### config.mk
export PLATFORM = sky130hd
export DESIGN_NAME = mem_port_arbiter_flat
export DESIGN_NICKNAME = d
export VERILOG_FILES = /design/src/rtl/mem_port_arbiter_if.sv /design/src/rtl/mem_port_arbiter.sv /design/src/flat_wrapper.sv
export SDC_FILE = /design/constraint.sdc
export NUM_CORES = 1
export LEC_CHECK = 0
export CORE_MARGIN = 3
export CORE_UTILIZATION = 35
export CTS_BUF_LIST = sky130_fd_sc_hd__clkbuf_4
export DETAILED_ROUTE_END_ITERATION = 12
export PLACE_DENSITY = 0.89
export SLEW_MARGIN = 0
export SYNTH_ARGS = -nofsm -noshare
export SYNTH_HDL_FRONTEND = slang
export SYNTH_SLANG_ARGS = --single-unit
### constraint.sdc
create_clock -name i_clk -period 2.4 [get_ports i_clk]
set_input_delay 0.36 -clock i_clk [delete_from_list [all_inputs] [get_ports i_clk]]
set_output_delay 0.36 -clock i_clk [all_outputs]
set_load 0.02 [all_outputs]
### src/rtl/mem_port_arbiter_if.sv
// Shared memory port bundle: IF fetch channel, LSU data channel and the
// memory-side issue/return signals. slave = arbiter side, master = clients + memory.
interface mem_port_arbiter_if;
   logic        i_if_req;
   logic [31:0] i_if_addr;
   logic        i_if_kill;
   logic [31:0] o_if_rdata;
   logic        o_if_valid;
   logic        o_if_stall;

   logic        i_lsu_req;
   logic        i_lsu_wren;
   logic [31:0] i_lsu_addr;
   logic [31:0] i_lsu_wdata;
   logic [3:0]  i_lsu_bmask;
   logic [31:0] o_lsu_rdata;
   logic        o_lsu_valid;
   logic        o_lsu_stall;

   logic        o_mem_req;
   logic        o_mem_wren;
   logic [31:0] o_mem_addr;
   logic [31:0] o_mem_wdata;
   logic [3:0]  o_mem_bmask;
   logic [31:0] i_mem_rdata;

   modport slave (
      input  i_if_req, i_if_addr, i_if_kill,
      output o_if_rdata, o_if_valid, o_if_stall,
      input  i_lsu_req, i_lsu_wren, i_lsu_addr, i_lsu_wdata, i_lsu_bmask,
      output o_lsu_rdata, o_lsu_valid, o_lsu_stall,
      output o_mem_req, o_mem_wren, o_mem_addr, o_mem_wdata, o_mem_bmask,
      input  i_mem_rdata
   );

   modport master (
      output i_if_req, i_if_addr, i_if_kill,
      input  o_if_rdata, o_if_valid, o_if_stall,
      output i_lsu_req, i_lsu_wren, i_lsu_addr, i_lsu_wdata, i_lsu_bmask,
      input  o_lsu_rdata, o_lsu_valid, o_lsu_stall,
      input  o_mem_req, o_mem_wren, o_mem_addr, o_mem_wdata, o_mem_bmask,
      output i_mem_rdata
   );
endinterface

### src/rtl/mem_port_arbiter.sv
// Arbiter/sequencer for the single shared memory port (IF vs LSU).
// Fixed-latency access tracking with a one-cycle completion pulse per requester.
// Optional macro ARB_FAIRNESS_EN: bounds consecutive LSU grants while IF waits.
//
// state   | meaning
// IDLE    | arbitrate; latch winner's fields into the o_mem_* registers
// ISSUE   | o_mem_req strobe; load latency down-counter
// WAIT    | count down; completion (rdata/valid) when cnt reaches 0
module mem_port_arbiter #(
   parameter int MEM_LATENCY  = 2,
   parameter int STARVE_LIMIT = 4
) (
   input logic               i_clk,
   input logic               i_reset,
   mem_port_arbiter_if.slave bus
);

   typedef enum logic [1:0] {S_IDLE, S_ISSUE, S_WAIT} state_t;

   if (MEM_LATENCY < 1 || MEM_LATENCY > 15) begin : g_bad_latency
      $error("mem_port_arbiter: MEM_LATENCY out of range 1..15");
   end
   if (STARVE_LIMIT < 1 || STARVE_LIMIT > 15) begin : g_bad_starve
      $error("mem_port_arbiter: STARVE_LIMIT out of range 1..15");
   end

   state_t      r_state;
   state_t      w_state_nxt;
   logic        r_owner_lsu;
   logic        r_killed;
   logic [3:0]  r_cnt;
   logic        r_mem_wren;
   logic [31:0] r_mem_addr;
   logic [31:0] r_mem_wdata;
   logic [3:0]  r_mem_bmask;
   logic        w_grant_lsu;
   logic        w_grant_if;
   logic        w_prefer_if;
   logic        w_done;
   logic        w_if_valid;
   logic        w_lsu_valid;

`ifdef ARB_FAIRNESS_EN
   logic [3:0] r_starve;

   assign w_prefer_if = (r_starve == 4'(STARVE_LIMIT));

   // Starvation counter: consecutive LSU grants taken while IF was waiting
   always_ff @(posedge i_clk) begin
      if (!i_reset) begin
         r_starve <= 4'd0;
      end else if (!bus.i_if_req || w_grant_if) begin
         r_starve <= 4'd0;
      end else if (w_grant_lsu) begin
         r_starve <= r_starve + 4'd1;
      end
   end
`else
   assign w_prefer_if = 1'b0;
`endif

   // Next-state and arbitration; LSU wins ties since it holds the older instruction
   always_comb begin
      w_state_nxt = r_state;
      w_grant_lsu = 1'b0;
      w_grant_if  = 1'b0;
      case (r_state)
         S_IDLE: begin
            w_grant_lsu = bus.i_lsu_req & ~(w_prefer_if & bus.i_if_req);
            w_grant_if  = bus.i_if_req & ~w_grant_lsu;
            if (w_grant_lsu || w_grant_if) w_state_nxt = S_ISSUE;
         end
         S_ISSUE: w_state_nxt = S_WAIT;
         S_WAIT:  if (r_cnt == 4'd0) w_state_nxt = S_IDLE;
         default: w_state_nxt = S_IDLE;
      endcase
   end

   // State register; reset aborts any access in flight
   always_ff @(posedge i_clk) begin
      if (!i_reset) r_state <= S_IDLE;
      else          r_state <= w_state_nxt;
   end

   // Access fields, latency counter and kill flag
   always_ff @(posedge i_clk) begin
      if (!i_reset) begin
         r_owner_lsu <= 1'b0;
         r_killed    <= 1'b0;
         r_cnt       <= 4'd0;
         r_mem_wren  <= 1'b0;
         r_mem_addr  <= 32'd0;
         r_mem_wdata <= 32'd0;
         r_mem_bmask <= 4'd0;
      end else begin
         if (w_grant_lsu) begin
            r_owner_lsu <= 1'b1;
            r_mem_wren  <= bus.i_lsu_wren;
            r_mem_addr  <= bus.i_lsu_addr;
            r_mem_wdata <= bus.i_lsu_wdata;
            r_mem_bmask <= bus.i_lsu_bmask;
         end else if (w_grant_if) begin
            r_owner_lsu <= 1'b0;
            r_mem_wren  <= 1'b0;
            r_mem_addr  <= bus.i_if_addr;
            r_mem_wdata <= 32'd0;
            r_mem_bmask <= 4'hF;
         end

         if (r_state == S_ISSUE) begin
            r_cnt <= 4'(MEM_LATENCY - 1);
         end else if (r_state == S_WAIT && r_cnt != 4'd0) begin
            r_cnt <= r_cnt - 4'd1;
         end

         // The killed fetch still runs to completion to keep memory timing intact
         if (r_state == S_IDLE) begin
            r_killed <= 1'b0;
         end else if (!r_owner_lsu && bus.i_if_kill) begin
            r_killed <= 1'b1;
         end
      end
   end

   assign w_done      = (r_state == S_WAIT) && (r_cnt == 4'd0);
   assign w_if_valid  = w_done & ~r_owner_lsu & ~r_killed & ~bus.i_if_kill & i_reset;
   assign w_lsu_valid = w_done & r_owner_lsu & i_reset;

   assign bus.o_if_valid  = w_if_valid;
   assign bus.o_if_rdata  = w_if_valid ? bus.i_mem_rdata : 32'd0;
   assign bus.o_if_stall  = bus.i_if_req & ~w_if_valid;
   assign bus.o_lsu_valid = w_lsu_valid;
   assign bus.o_lsu_rdata = (w_lsu_valid && !r_mem_wren) ? bus.i_mem_rdata : 32'd0;
   assign bus.o_lsu_stall = bus.i_lsu_req & ~w_lsu_valid;
   assign bus.o_mem_req   = (r_state == S_ISSUE);
   assign bus.o_mem_wren  = r_mem_wren;
   assign bus.o_mem_addr  = r_mem_addr;
   assign bus.o_mem_wdata = r_mem_wdata;
   assign bus.o_mem_bmask = r_mem_bmask;

endmodule
### src/flat_wrapper.sv
// flat-port wrapper written by rule: the top's interface ports become plain ports
module mem_port_arbiter_flat 
#(
   parameter int MEM_LATENCY  = 2,
   parameter int STARVE_LIMIT = 4
)
  (i_clk, i_reset, bus_i_if_req, bus_i_if_addr, bus_i_if_kill, bus_o_if_rdata, bus_o_if_valid, bus_o_if_stall, bus_i_lsu_req, bus_i_lsu_wren, bus_i_lsu_addr, bus_i_lsu_wdata, bus_i_lsu_bmask, bus_o_lsu_rdata, bus_o_lsu_valid, bus_o_lsu_stall, bus_o_mem_req, bus_o_mem_wren, bus_o_mem_addr, bus_o_mem_wdata, bus_o_mem_bmask, bus_i_mem_rdata);
  mem_port_arbiter_if bus_i ();
  input logic i_clk;
  input logic i_reset;
  input wire logic [$bits(bus_i.i_if_req)-1:0] bus_i_if_req;
  input wire logic [$bits(bus_i.i_if_addr)-1:0] bus_i_if_addr;
  input wire logic [$bits(bus_i.i_if_kill)-1:0] bus_i_if_kill;
  output wire logic [$bits(bus_i.o_if_rdata)-1:0] bus_o_if_rdata;
  output wire logic [$bits(bus_i.o_if_valid)-1:0] bus_o_if_valid;
  output wire logic [$bits(bus_i.o_if_stall)-1:0] bus_o_if_stall;
  input wire logic [$bits(bus_i.i_lsu_req)-1:0] bus_i_lsu_req;
  input wire logic [$bits(bus_i.i_lsu_wren)-1:0] bus_i_lsu_wren;
  input wire logic [$bits(bus_i.i_lsu_addr)-1:0] bus_i_lsu_addr;
  input wire logic [$bits(bus_i.i_lsu_wdata)-1:0] bus_i_lsu_wdata;
  input wire logic [$bits(bus_i.i_lsu_bmask)-1:0] bus_i_lsu_bmask;
  output wire logic [$bits(bus_i.o_lsu_rdata)-1:0] bus_o_lsu_rdata;
  output wire logic [$bits(bus_i.o_lsu_valid)-1:0] bus_o_lsu_valid;
  output wire logic [$bits(bus_i.o_lsu_stall)-1:0] bus_o_lsu_stall;
  output wire logic [$bits(bus_i.o_mem_req)-1:0] bus_o_mem_req;
  output wire logic [$bits(bus_i.o_mem_wren)-1:0] bus_o_mem_wren;
  output wire logic [$bits(bus_i.o_mem_addr)-1:0] bus_o_mem_addr;
  output wire logic [$bits(bus_i.o_mem_wdata)-1:0] bus_o_mem_wdata;
  output wire logic [$bits(bus_i.o_mem_bmask)-1:0] bus_o_mem_bmask;
  input wire logic [$bits(bus_i.i_mem_rdata)-1:0] bus_i_mem_rdata;
  assign bus_i.i_if_req = bus_i_if_req;
  assign bus_i.i_if_addr = bus_i_if_addr;
  assign bus_i.i_if_kill = bus_i_if_kill;
  assign bus_o_if_rdata = bus_i.o_if_rdata;
  assign bus_o_if_valid = bus_i.o_if_valid;
  assign bus_o_if_stall = bus_i.o_if_stall;
  assign bus_i.i_lsu_req = bus_i_lsu_req;
  assign bus_i.i_lsu_wren = bus_i_lsu_wren;
  assign bus_i.i_lsu_addr = bus_i_lsu_addr;
  assign bus_i.i_lsu_wdata = bus_i_lsu_wdata;
  assign bus_i.i_lsu_bmask = bus_i_lsu_bmask;
  assign bus_o_lsu_rdata = bus_i.o_lsu_rdata;
  assign bus_o_lsu_valid = bus_i.o_lsu_valid;
  assign bus_o_lsu_stall = bus_i.o_lsu_stall;
  assign bus_o_mem_req = bus_i.o_mem_req;
  assign bus_o_mem_wren = bus_i.o_mem_wren;
  assign bus_o_mem_addr = bus_i.o_mem_addr;
  assign bus_o_mem_wdata = bus_i.o_mem_wdata;
  assign bus_o_mem_bmask = bus_i.o_mem_bmask;
  assign bus_i.i_mem_rdata = bus_i_mem_rdata;
  mem_port_arbiter #(.MEM_LATENCY(MEM_LATENCY), .STARVE_LIMIT(STARVE_LIMIT)) u_core (.i_clk(i_clk), .i_reset(i_reset), .bus(bus_i));
endmodule
==> results of run 1 <==
-- stage by stage --
step	TNS [ns]	worst slack (ns)	hold slack (ns)	std cells	cell area, um2
final	0	0.00340	0.309	790	6780
after global routing	-2.74	-0.115	0.314	790	6780
after CTS	-0.528	-0.0967	0.289	787	6620
after detailed placement	-20.83	-0.396	0.465	757	6480
after global placement	-18.52	-0.357	0.452	757	6480
after floorplan	0	0.478	0.484	363	3570
-- what timing repair did --
item	in CTS	in global routing
resized for setup	276	95
pin swaps	1	10
setup buffers	11	2
cloned	3	2
setup endpoints to repair	67	65
-- where the power goes --
group	internal [mW]	switching (mW)	total, mW
logic	0.598	0.507	1.11
clock network	0.311	0.451	0.762
registers	1.40	0.0771	1.48
-- registers in the layout, indices dropped and copies added (netlist names) --
| signal | cells |
|---|---|
| u_core.bus.o_mem_addr | 32 |
| u_core.bus.o_mem_wdata | 32 |
| u_core.bus.o_mem_bmask | 4 |
| u_core.r_cnt | 4 |
| u_core.r_state | 2 |
| u_core.bus.o_mem_wren | 1 |
| u_core.r_killed | 1 |
| u_core.r_owner_lsu | 1 |
-- final cells by class --
class	count	area [um2]
Fill cell	748	3090
Timing Repair Buffer	313	3040
Multi-Input combinational cell	246	1880
Sequential cell	77	1540
Tap cell	133	166
Clock buffer	9	67.6
Clock inverter	7	63.8
Inverter	5	18.8
-- cells by family after synthesis --
logic type,after synthesis,synth area share (%)
multiplexers,32,9.00
adder cells (fa/ha/maj),1,0.350
AND/OR/NAND/NOR,100,18.7
flip-flops,77,43.2
AO/OA/AOI/OAI,113,22.8
buffers and inverters,40,5.96
-- Yosys cell counts (2+ instances only) --
| cell type | n |
|---|---|
| o31a_1 | 2 |
| nor3b_1 | 2 |
| buf_2 | 17 |
| inv_1 | 5 |
| or2_2 | 2 |
| and2_2 | 12 |
| and2_1 | 52 |
| nand3_1 | 2 |
| clkbuf_1 | 12 |
| or3_1 | 2 |
| mux2i_1 | 31 |
| o21ai_0 | 3 |
| buf_6 | 5 |
| a22o_1 | 31 |
| nor3_1 | 5 |
| nand2_1 | 7 |
| a211oi_1 | 31 |
| o221a_2 | 4 |
| nor2_1 | 2 |
| a2111oi_0 | 2 |
| dfxtp_1 | 77 |
| nor2b_1 | 5 |
| a21oi_1 | 35 |
-- critical path: cells and delay by family --
kind                   cells  cell delay [ns]
buffers and inverters      4             0.82
and+or+nand+nor            3             0.86
-- routing by layer --
metal	global-route usage, %	vias up	wire (um)
met5	0	-	0
met4	11.2	0	465
met3	6.38	36	1170
met2	44.7	199	7890
met1	22.7	1818	4850
li1	-	1896	-
-- path summary, 6_finish.rpt --
check                             start                          to  slack [ns]  cells past startpoint
max                       bus_i_if_kill              bus_o_if_stall       0.003                      7
min                       bus_i_lsu_req  u_core.bus.o_mem_wdata[29]        0.31                      3
max reg2reg           u_core.r_state[0]   u_core.bus.o_mem_addr[15]        0.18                      5
min reg2reg  u_core.bus.o_mem_wdata[20]  u_core.bus.o_mem_wdata[20]        0.49                      1
==> out/metrics.cfg, run 1 <==
[critical_path]
worstPathArrival_ns = 2.04
path_cells = clkdlybuf4s50_1, or4b_4, nor3_4, buf_6, buf_12, and2b_2, buf_6
cpMostUsedCell = buf_6
critical-path-max-stage-delay_ns = 0.50
cp-start-kind = primary input
slowest_stage = or4b_4
critPathKind = in -> out
critPathCaptureType = output pin
worstPathMaxFanout = 5
cp_data_required_time_ns = 2.04

[hold_path]
hp-class = in -> reg

[yosys]
yosys.area.top_type = dfxtp_1
netlist_area_um2 = 3570
yosys_register_bits = 77
synth.distinct_cells = 40
synth_edf_count = 0
synth_top_area_share_pct = 43.2
synthArstFlopShare_pct = 0
yosysWarnings = 0
synthCells = 363
synth.area.top_cells = dfxtp_1 (43%), and2_1 (9.1%), mux2i_1 (8.7%)
synth.avg_cell_area_um2 = 9.84
synth_nets = 502
ys.flop_type = dfxtp_1
synth-seq-area-share_pct = 43.2

[clock_network]
clock_sinks = 77
cts_root_buffer = clkbuf_4
clock_path_buffers = 2
cts_made_buffers = 9
cts_hold_buf = 0
insertion_delay_ns = 0.41
cts_tree = yes
path_clk_slew_ns = 0.12
htree_levels = 3

[floorplanning]
std_cell_rows = 36
core_um2 = 9860
start_util_pct = 36.2
pin_count = 276
die_h_um = 107
fp.dieW_um = 107
die-area_um2 = 11500

[grt]
grt_max_degree = 33
grt_use_total_pct = 23.3
antenna_found_initial = 0
grt_pass1_vias = 4080
grt_pass1_wl_mm = 21.1
overflow = 0

[placement]
gp_congestion = 0.806
io_buffer_count = 275
dp_hpwl_mm = 10.5

[routing]
drc = 0
drt_iter0_markers = 167
routed_wl_mm = 14.4
ant_nets = 0
first_pass_iters = 4
vias = 3949
vias_per_cell = 5.00
wire_per_inst_um = 18.2

[timing]
tightestPinTransition_ns = 0.985
max_freq_ghz = 0.417
hold_violations = 0
period_needed_ns = 2.40
skew_ns = 0.0217
finalMaxSlewViolations = 0
rsz0062_at_grt = true
period_share_pct = 99.9
setup_viol = 0
slew_headroom_pct = 34.2

[layout]
finalNetCount = 791
layout_commonest_cell = clkdlybuf4s50_1
final_core_util_pct = 68.7
drive_gt1_share_pct = 25.4
layout_common_cells = clkdlybuf4s50_1 (205), dfxtp_1 (75), buf_4 (39), and2_1 (37), a21oi_1 (35)
synthToLayoutAreaGrowth_pct = 89.8
diodes = 0

[job]
max-cap-violations = 0

[pwr]
p_per_area_nw_per_um2 = 494
p_leak_nw = 2.88
ir_drop_mv = 0.375
power_mw = 3.35

[status]
status = finished clean

Power figures use the tool's default switching activity.
==> inputs of run 2 (changes only) <==
Settings changed: CAP_MARGIN set to 40, DONT_BUFFER_PORTS set to 1, PLACE_DENSITY 0.89 to 0.54.
==> run 2 against run 1 <==
  * Worst setup slack improved by 0.081 ns
  * Clock power up 2%
  * Utilization shrank 30 points
  * Fmax rose by 3.5%
  * Combinational power is 64% lower
  * Register-to-register slack improved by 0.53 ns
  * Sequential share of layout area rose by 17 points
  * Power down 15%
  * Hold slack got worse by 0.24 ns
  * Sequential power grew 11%
  * Via count decreased by 30%
  * Largest cell class is now multi-input gates
==> out/metrics.cfg, run 2 (synthesis results as in run 1) <==
[placement]
gp_congestion = 0.821  ; was 0.806
io_buffer_count = 0  ; was 275
dp_hpwl_mm = 7.80  ; was 10.5 mm

[pwr]
p_int_mw = 1.91  ; was 2.31 mW
swShare_pct = 32.5  ; was 30.9%
p_per_area_nw_per_um2 = 735  ; was 494 nW/um2
p_leak_nw = 1.54  ; was 2.88 nW
pwr-share-clk_pct = 27.6  ; was 22.8%
comb_power_share_pct = 14.1  ; was 33.0%
p_switching_uw = 920  ; was 1.03 mW
pwr-share-seq_pct = 58.4  ; was 44.2%
ir_drop_mv = 0.315  ; was 0.375 mV

[critical_path]
reg2reg_slack_ns = 0.71  ; was 0.18 ns
cp_data_required_time_ns = 2.04  ; about the same
critical-path-max-stage-delay_ns = 0.54  ; was 0.50 ns
r2r-end = u_core.bus.o_mem_bmask[2]  ; was u_core.bus.o_mem_addr[15]
path_cells = or4b_4, nor3_4, buf_12, and2b_2  ; was clkdlybuf4s50_1, or4b_4, nor3_4, buf_6, buf_12, and2b_2, buf_6
worst-path-buf-inv = 1  ; was 4
reg2reg_from = u_core.r_state[0]  ; unchanged
worstPathMaxFanout = 34  ; was 5
cp-start-kind = flip-flop  ; was primary input
critPathCaptureType = output pin  ; unchanged
path_depth = 4  ; was 7
rr_worst_depth = 4  ; was 5
slowest_stage = or4b_4  ; unchanged
worstPathArrival_ns = 1.96  ; was 2.04 ns
critPathKind = reg -> out  ; was in -> out
cpLargestDelayFamily = simple AND/OR/NAND/NOR gates  ; unchanged
endpoint = bus_o_if_stall  ; unchanged
startpoint = u_core.r_owner_lsu  ; was bus_i_if_kill

[clock_network]
cts_made_buffers = 9  ; unchanged
cts_root_buffer = clkbuf_4  ; unchanged
insertion_delay_ns = 0.40  ; was 0.41 ns
clock_path_buffers = 2  ; unchanged
clock_sinks = 77  ; unchanged
htree_levels = 3  ; unchanged
cts_tree = yes  ; unchanged
path_clk_slew_ns = 0.12  ; about the same
cts_hold_buf = 0  ; unchanged

[timing]
slew_headroom_pct = 62.7  ; was 34.2%
max_freq_ghz = 0.432  ; was 0.417 GHz
fin_setup_tns_ns = 0  ; unchanged
hold-worst-slack_ns = 0.0657  ; was 0.309 ns
rsz0062_at_grt = true  ; unchanged
finalMaxSlewViolations = 0  ; unchanged
period_share_pct = 96.5  ; was 99.9%
setup_viol = 0  ; unchanged
tightestPinTransition_ns = 0.559  ; was 0.985 ns
hold_violations = 0  ; unchanged
period_needed_ns = 2.32  ; was 2.40 ns
skew_ns = 0.00888  ; was 0.0217 ns

[layout]
fillers = 1019  ; was 748
final_core_util_pct = 39.0  ; was 68.7%
diodes = 0  ; unchanged
drive_gt1_share_pct = 20.6  ; was 25.4%
finalNetCount = 494  ; was 791
multiInputGateArea_um2 = 1840  ; was 1880 um2
synthToLayoutAreaGrowth_pct = 7.81  ; was 89.8%
layout_commonest_cell = dfxtp_1  ; was clkdlybuf4s50_1
layout.area.seq_um2 = 1540  ; unchanged
layout_common_cells = dfxtp_1 (75), and2_1 (39), a21oi_1 (35)  ; was clkdlybuf4s50_1 (205), dfxtp_1 (75), buf_4 (39), and2_1 (37), a21oi_1 (35)

[routing]
drt_iter0_markers = 128  ; was 167
drc = 0  ; unchanged
vias = 2763  ; was 3949
wire_per_inst_um = 21.2  ; was 18.2 um
first_pass_iters = 4  ; unchanged
routed_wl_mm = 10.4  ; was 14.4 mm
ant_nets = 0  ; unchanged
vias_per_cell = 5.60  ; was 5.00

[floorplanning]
start_util_pct = 36.2  ; unchanged
std_cell_rows = 36  ; unchanged
pin_count = 276  ; unchanged
fp.dieW_um = 107  ; unchanged
core_um2 = 9860  ; unchanged
die_h_um = 107  ; unchanged
die-area_um2 = 11500  ; unchanged

[hold_path]
min_delay_path_depth = 1  ; was 3
hp-class = in -> reg  ; unchanged
holdCritStartpoint = i_reset  ; was bus_i_lsu_req

[status]
status = finished clean  ; unchanged

[grt]
grt_max_degree = 41  ; was 33
overflow = 0  ; unchanged
antenna_found_initial = 0  ; unchanged
grt_pass1_wl_mm = 14.9  ; was 21.1 mm
grt_use_total_pct = 16.9  ; was 23.3%
grt_pass1_vias = 2760  ; was 4080

[job]
max-cap-violations = 0  ; unchanged

==> run 2: worst min path at each step <==
stage / end / slack [ns]
global route: u_core.bus.o_mem_wdata[7] / 0.02
detailed placement: u_core.bus.o_mem_wren / 0.49
CTS: u_core.bus.o_mem_wdata[5] / 0.03
global placement: u_core.bus.o_mem_wdata[11] / 0.49
finish: u_core.r_state[1] / 0.07
floorplan: u_core.r_killed / 0.48
==> run 2: metal layers <==
metal  GRT usage (%)  routed length, um  vias up
met2            32.6               5650      161
met4            6.85                308        0
met5               0                  0        -
met3            4.94                872       22
met1            16.6               3590     1284
li1                -                  -     1296
==> run 2: through the flow <==
step                worst slack [ns]  instances  instance area, um2  power [mW]
floorplan                      0.478        363                3570        1.99
global placement               0.463        474                3650        2.07
detailed placement             0.396        474                3650        2.08
CTS                           0.0104        490                3800        2.87
global route                -0.00402        493                3850        2.99
finish                        0.0847        493                3850        2.83
==> run 2: what timing repair did <==
action,4_1_cts,5_1_grt
setup endpoints to repair,65,53
gates resized for setup,8,16
pin swaps,0,1
buffers inserted,0,1
gates cloned,0,2
==> run 2: area by class of cell <==
class	count	area share (%)
flip-flops and latches	77	40.1
multi-input cells	246	47.9
clock buffers	10	1.95
clock inverters	6	1.62
well taps	133	4.32
repair buffers	16	3.64
inverters	5	0.487
==> run 2: power groups by stage <==
| stage | Sequential, mW | Clock [mW] | Combinational [mW] |
|---|---|---|---|
| floorplan | 1.63 | 0 | 0.360 |
| detailed placement | 1.68 | 0 | 0.400 |
| global route | 1.67 | 0.876 | 0.449 |
| finish | 1.65 | 0.781 | 0.398 |
| CTS | 1.65 | 0.811 | 0.401 |
| global placement | 1.68 | 0 | 0.389 |
==> edit 1: new RTL, flow settings as in run 1 <==
The option `ARB_FAIRNESS_EN` is turned on by a define.
--- a/src/rtl/mem_port_arbiter.sv
+++ b/src/rtl/mem_port_arbiter.sv
@@ -6,6 +6,8 @@
 // IDLE    | arbitrate; latch winner's fields into the o_mem_* registers
 // ISSUE   | o_mem_req strobe; load latency down-counter
 // WAIT    | count down; completion (rdata/valid) when cnt reaches 0
+`define ARB_FAIRNESS_EN
+
 module mem_port_arbiter #(
    parameter int MEM_LATENCY  = 2,
    parameter int STARVE_LIMIT = 4
Formal check against the unedited RTL: no difference found for any inputs over 10 cycles, from zero or initial values and one cycle with i_reset low; that may be too few to reach the edited logic, so the function may still have changed.
==> edit 1 against run 1 <==
- cell count increased by 8.7%
- sequential power increased by 3%
- utilization decreased by 3.2 points
- synthesized area increased by 9.0%
- critical path type is now reg -> out
- routed wire length increased by 5.8%
- setup slack improved by 0.0089 ns
- final area increased by 2.0%
- power increased by 2.7%
- critical endpoint is now bus_o_if_rdata[17]
- maximum frequency increased by 0.37%
- sequential share of layout area increased by 0.73 points
- via count increased by 14%
- sequential cell count increased by 4
==> edit 1: results (changes against run 1) <==
- Outcome: finished clean (unchanged)
- Hold path depth: 2 (was 3)
- Hold_ws: 0.516 ns (was 0.309 ns)
- Setup crit end: bus_o_if_rdata[17] (was bus_o_if_stall)
- DRT iter0 DRCs: 310 (was 167)
- Placed inst area: 0.00674 mm2 (was 0.00648 mm2)
- Layout net count: 859 (was 791)
- Peak Freq: 419 MHz (was 417 MHz)
- Syn_nets: 592 (was 502)
- Cell variety after synth: 36 (was 40)
- Sequential share of the synthesized area: 41.6% (was 43.2%)
- Hold Path Class: reg -> reg (was in -> reg)
- Mux contribution to synthesized area: 0.257% (was 9.00%)
- M1 WL: 5610 um (was 4850 um)
- Global-route usage over all layers: 22.4% (was 23.3%)
- Adder-cell area share of the yosys netlist: 0.964% (was 0.350%)
- Layout cells sized above 1: 19.8% (was 25.4%)
- DP Worst Slack: -0.0176 ns (was -0.396 ns)
- Wirelength per Cell: 17.7 um (was 18.2 um)
- Power per Cell Area: 498 mW/mm2 (was 494 mW/mm2)
- Worst Clk Skew: 0.0196 ns (was 0.0217 ns)
- HP Start: u_core.r_starve[1] (was bus_i_lsu_req)
- Synth Area per Inst: 8.63 um2 (was 9.84 um2)
- End of the worst hold path: u_core.r_starve[1] (was u_core.bus.o_mem_wdata[29])
- GR Util met3: 6.25% (was 6.38%)
- Pleak: 2.73 nW (was 2.88 nW)
- Fillers: 865 (was 748)
- Switching Share: 31.1% (was 30.9%)
- Met2 Track Usage GR: 41.4% (was 44.7%)
- Vias/cell: 5.25 (was 5.00)
- Routed length on met2: 8050 um (was 7890 um)
- Compound-Gate Fraction of Synth Area: 13.4% (was 22.8%)
- Post-synth top cells: dfxtp_1 (81), and2_1 (68), nor3_1 (66) (was dfxtp_1 (77), and2_1 (52), a21oi_1 (35))
- R2R depth: 6 (was 5)
- Flop-to-flop setup slack: 0.65 ns (was 0.18 ns)
==> edit 1: cell count changes after synthesis, sizes merged, moves of 31 or more <==
cell   delta
a22oi    +34
nor2b    +31
a22o     -31
a21oi    -31
nor4b    +32
nor3     +61
==> edit 1: cell type report <==
cell class | count | area, um2 | share of cell area [%]
repair buffers | 299 | 2810 | 40.6
multi-input cells | 322 | 2150 | 31.1
flip-flops and latches | 81 | 1630 | 23.5
well taps | 136 | 170 | 2.46
clock buffers | 11 | 82.6 | 1.19
clock inverters | 5 | 56.3 | 0.814
inverters | 5 | 18.8 | 0.271
==> edit 1: timing repair <==
action                                  4_1_cts  5_1_grt
hold buffers                                  0        0
endpoints found under the setup margin       67       66
gates resized for setup                     188      165
gates cloned                                  0        4
buffers inserted                              0        5
pin swaps                                     0        9
==> edit 1: critical path, stage by stage, from the launching register on <==
cell	delay (ns)
dfxtp_2	0.36
inv_1	0.11
ha_4	0.17
nand4_4	0.11
nor4_4	0.31
buf_4	0.21
buf_6	0.13
and2_4	0.14
buf_6	0.11
==> edit 2: new RTL, config.mk and constraints of run 1 <==
Made on the original files. Re-encode `state_t` (3 states) as one-hot, 3 bits wide.
--- a/src/rtl/mem_port_arbiter.sv
+++ b/src/rtl/mem_port_arbiter.sv
@@ -15,7 +15,7 @@
    mem_port_arbiter_if.slave bus
 );
 
-   typedef enum logic [1:0] {S_IDLE, S_ISSUE, S_WAIT} state_t;
+   typedef enum logic [2:0] {S_IDLE = 3'b001, S_ISSUE = 3'b010, S_WAIT = 3'b100} state_t;
 
    if (MEM_LATENCY < 1 || MEM_LATENCY > 15) begin : g_bad_latency
       $error("mem_port_arbiter: MEM_LATENCY out of range 1..15");
Function: same outputs for any inputs over 10 cycles, from zero or initial values and one cycle with i_reset low; not proved beyond that.
==> edit 2 against run 1 <==
- the flow now finishes with violations (negative setup slack)
- routed wire length decreased by 4.6%
- via count decreased by 5.4%
- sequential cell count increased by 1
- critical path depth rose by 3
- first-iteration DRC count decreased by 23%
- final area is 2.3% lower
- power increased by 1.0%
- combinational power decreased by 12%
- cell count is 8.0% lower
- setup slack worse by 0.31 ns
- sequential share of layout area increased by 0.84 points
- synthesized area shrank 7.5%
- critical path type is now reg -> out
==> edit 2: results (changes against run 1) <==
- Pleak: 2.60 nW (was 2.88 nW)
- Top post-synthesis cells by area: dfxtp_1 (47%), and2_1 (13%), a22o_1 (8.5%), o2bb2ai_1 (8.2%), o22ai_1 (6.1%) (was dfxtp_1 (43%), and2_1 (9.1%), mux2i_1 (8.7%), a22o_1 (7.6%), a211oi_1 (6.5%))
- H-tree depth: 3 (unchanged)
- Crit-path max FO: 9 (was 5)
- Critical Path Start: u_core.r_cnt[0] (was bus_i_if_kill)
- End of the worst hold path: u_core.bus.o_mem_addr[24] (was u_core.bus.o_mem_wdata[29])
- Routability cong.: 0.837 (was 0.806)
- Vias in the first global route: 3,858 (was 4,080)
- First-pass GRT wire length: 20,300 um (was 21,100 um)
- Initial antenna violation count: 0 (unchanged)
- DRT iter0 DRCs: 129 (was 167)
- Peak supply drop: 0.303 mV (was 0.375 mV)
- Slowest Stage Delay on Critical Path: 0.35 ns (was 0.50 ns)
- Largest net degree at the start of global routing: 40 (was 33)
- Cell variety after synth: 38 (was 40)
- Worst Clk Skew: 0.0258 ns (was 0.0217 ns)
- Hold Path Class: reg -> reg (was in -> reg)
- Area fraction of the dominant cell type after synthesis: 47.3% (was 43.2%)
- Max-slew headroom: 74.0% (was 34.2%)
- Critical Path AT: 2.34 ns (was 2.04 ns)
- Layout cells sized above 1: 24.9% (was 25.4%)
- Sw Pwr: 0.000985 W (was 0.00103 W)
- Hold path depth: 1 (was 3)
- Post-synth top cells: dfxtp_1 (78), and2_1 (66), a22o_1 (32), o22ai_1 (32), o2bb2ai_1 (31) (was dfxtp_1 (77), and2_1 (52), a21oi_1 (35))
- Slowest stage cell, crit path: dfxtp_2 (was or4b_4)
- Antenna diode count: 0 (unchanged)
- Reg clk slew, reported paths: 0.14 ns (was 0.12 ns)
- Failing checks: negative setup slack
- Fillers: 615 (was 748)
- Final Setup Violations: 66 (was 0)
- Worst R2R Start: u_core.r_state[2] (was u_core.r_state[0])
- Outcome: complete, but fails checks (was finished clean)
- Syn_nets: 463 (was 502)
- HP Start: u_core.bus.o_mem_addr[24] (was bus_i_lsu_req)
- Final worst slack: -0.302 ns (was 0.00340 ns)
- Global-route usage over all layers: 24.6% (was 23.3%)
- Layout net count: 753 (was 791)
- Flop-to-flop setup slack: 0.58 ns (was 0.18 ns)
- Port Buffers: 275 (unchanged)
- Total number of vias: 3,735 (was 3,949)
- R2R depth: 6 (was 5)
- Crit path max-delay family: simple AND/OR/NAND/NOR gates (unchanged)
- FF-to-FF End: u_core.bus.o_mem_wdata[14] (was u_core.bus.o_mem_addr[15])
- DP HPWL: 9890 um (was 10,500 um)
- Fin Setup TNS: -12.76 ns (was 0 ns)
- Final WL: 13,700 um (was 14,400 um)
- Yosys warnings: 0 (unchanged)
- Sequential share of the synthesized area: 47.3% (was 43.2%)
- Fin. Hold Viols: 0 (unchanged)
- Clock root buffer: clkbuf_4 (unchanged)
## edit 2: cell types whose count changed after synthesis, sizes merged, moves of 7 or more
cell,change
a21oi,-32
nor2,+7
o22ai,+32
buf,-7
o2bb2ai,+31
mux2i,-30
a211oi,-30
## edit 2: worst register-to-register path: stages, from the launching register on
cell	delay (ns)
dfxtp_1	0.35
buf_4	0.16
nor3b_4	0.29
o21ai_1	0.14
and2_2	0.25
buf_4	0.23
a22o_1	0.29
## edit 2: power by group through the flow
stage	combinational, W	clock, W	sequential, W
3_5_place_dp	0.000969	0	0.00152
5_1_grt	0.00104	0.000980	0.00150
6_report	0.000978	0.000912	0.00149
3_3_place_gp	0.000952	0	0.00151
4_1_cts	0.000980	0.000938	0.00149
2_1_floorplan	0.000266	0	0.00166
## edit 2: per-layer routing
layer	GRT usage [%]	wire length [um]
met5	0	0
met4	7.87	261
met1	27.3	5080
met3	9.20	1210
met2	43.6	7160
## edit 2: cell families (layout without fill, tap and decap cells)
kind of cell / Yosys count / in the layout / synth area share, %
muxes: 1 / 1 / 0.303
DFF: 78 / 78 / 47.3
AOI/OAI and AO/OA: 113 / 113 / 26.8
buffers and inverters: 34 / 329 / 5.61
adders and majority gates: 1 / 1 / 0.379
and+or+nand+nor: 97 / 97 / 19.7
## edit 2: layout make-up
| class | instances | area share, % |
|---|---|---|
| timing repair buffer | 307 | 46.9 |
| multi-input combinational | 212 | 24.5 |
| sequential | 78 | 23.6 |
| tap | 108 | 2.04 |
| clock inverter | 6 | 1.40 |
| clock buffer | 10 | 1.13 |
| inverter | 6 | 0.340 |
## edit 2: worst max path at each step
stage / endpoint / slack [ns]
after global placement: bus_o_if_rdata[21] / -0.16
after detailed placement: bus_o_if_rdata[11] / -0.21
after CTS: bus_o_if_rdata[31] / -0.25
final: bus_o_if_rdata[15] / -0.30
after global routing: bus_o_if_rdata[15] / -0.40
after floorplan: bus_o_if_rdata[22] / 0.32
## edit 2: stage by stage
| stage | hold slack, ns | std cells | cell area [um2] | setup WS [ns] | power, W |
|---|---|---|---|---|---|
| global placement | 0.444 | 699 | 6190 | -0.162 | 0.00246 |
| detailed placement | 0.445 | 699 | 6190 | -0.213 | 0.00249 |
| global route | 0.488 | 727 | 6620 | -0.400 | 0.00352 |
| floorplan | 0.485 | 324 | 3300 | 0.324 | 0.00192 |
| finish | 0.474 | 727 | 6620 | -0.302 | 0.00338 |
| CTS | 0.481 | 729 | 6620 | -0.248 | 0.00341 |
## edit 2: what timing repair did
item / 4_1_cts / 5_1_grt
gates cloned: 3 / 0
setup endpoints to repair: 68 / 68
resized for setup: 332 / 16
buffers inserted: 11 / 1
pin swaps: 3 / 11
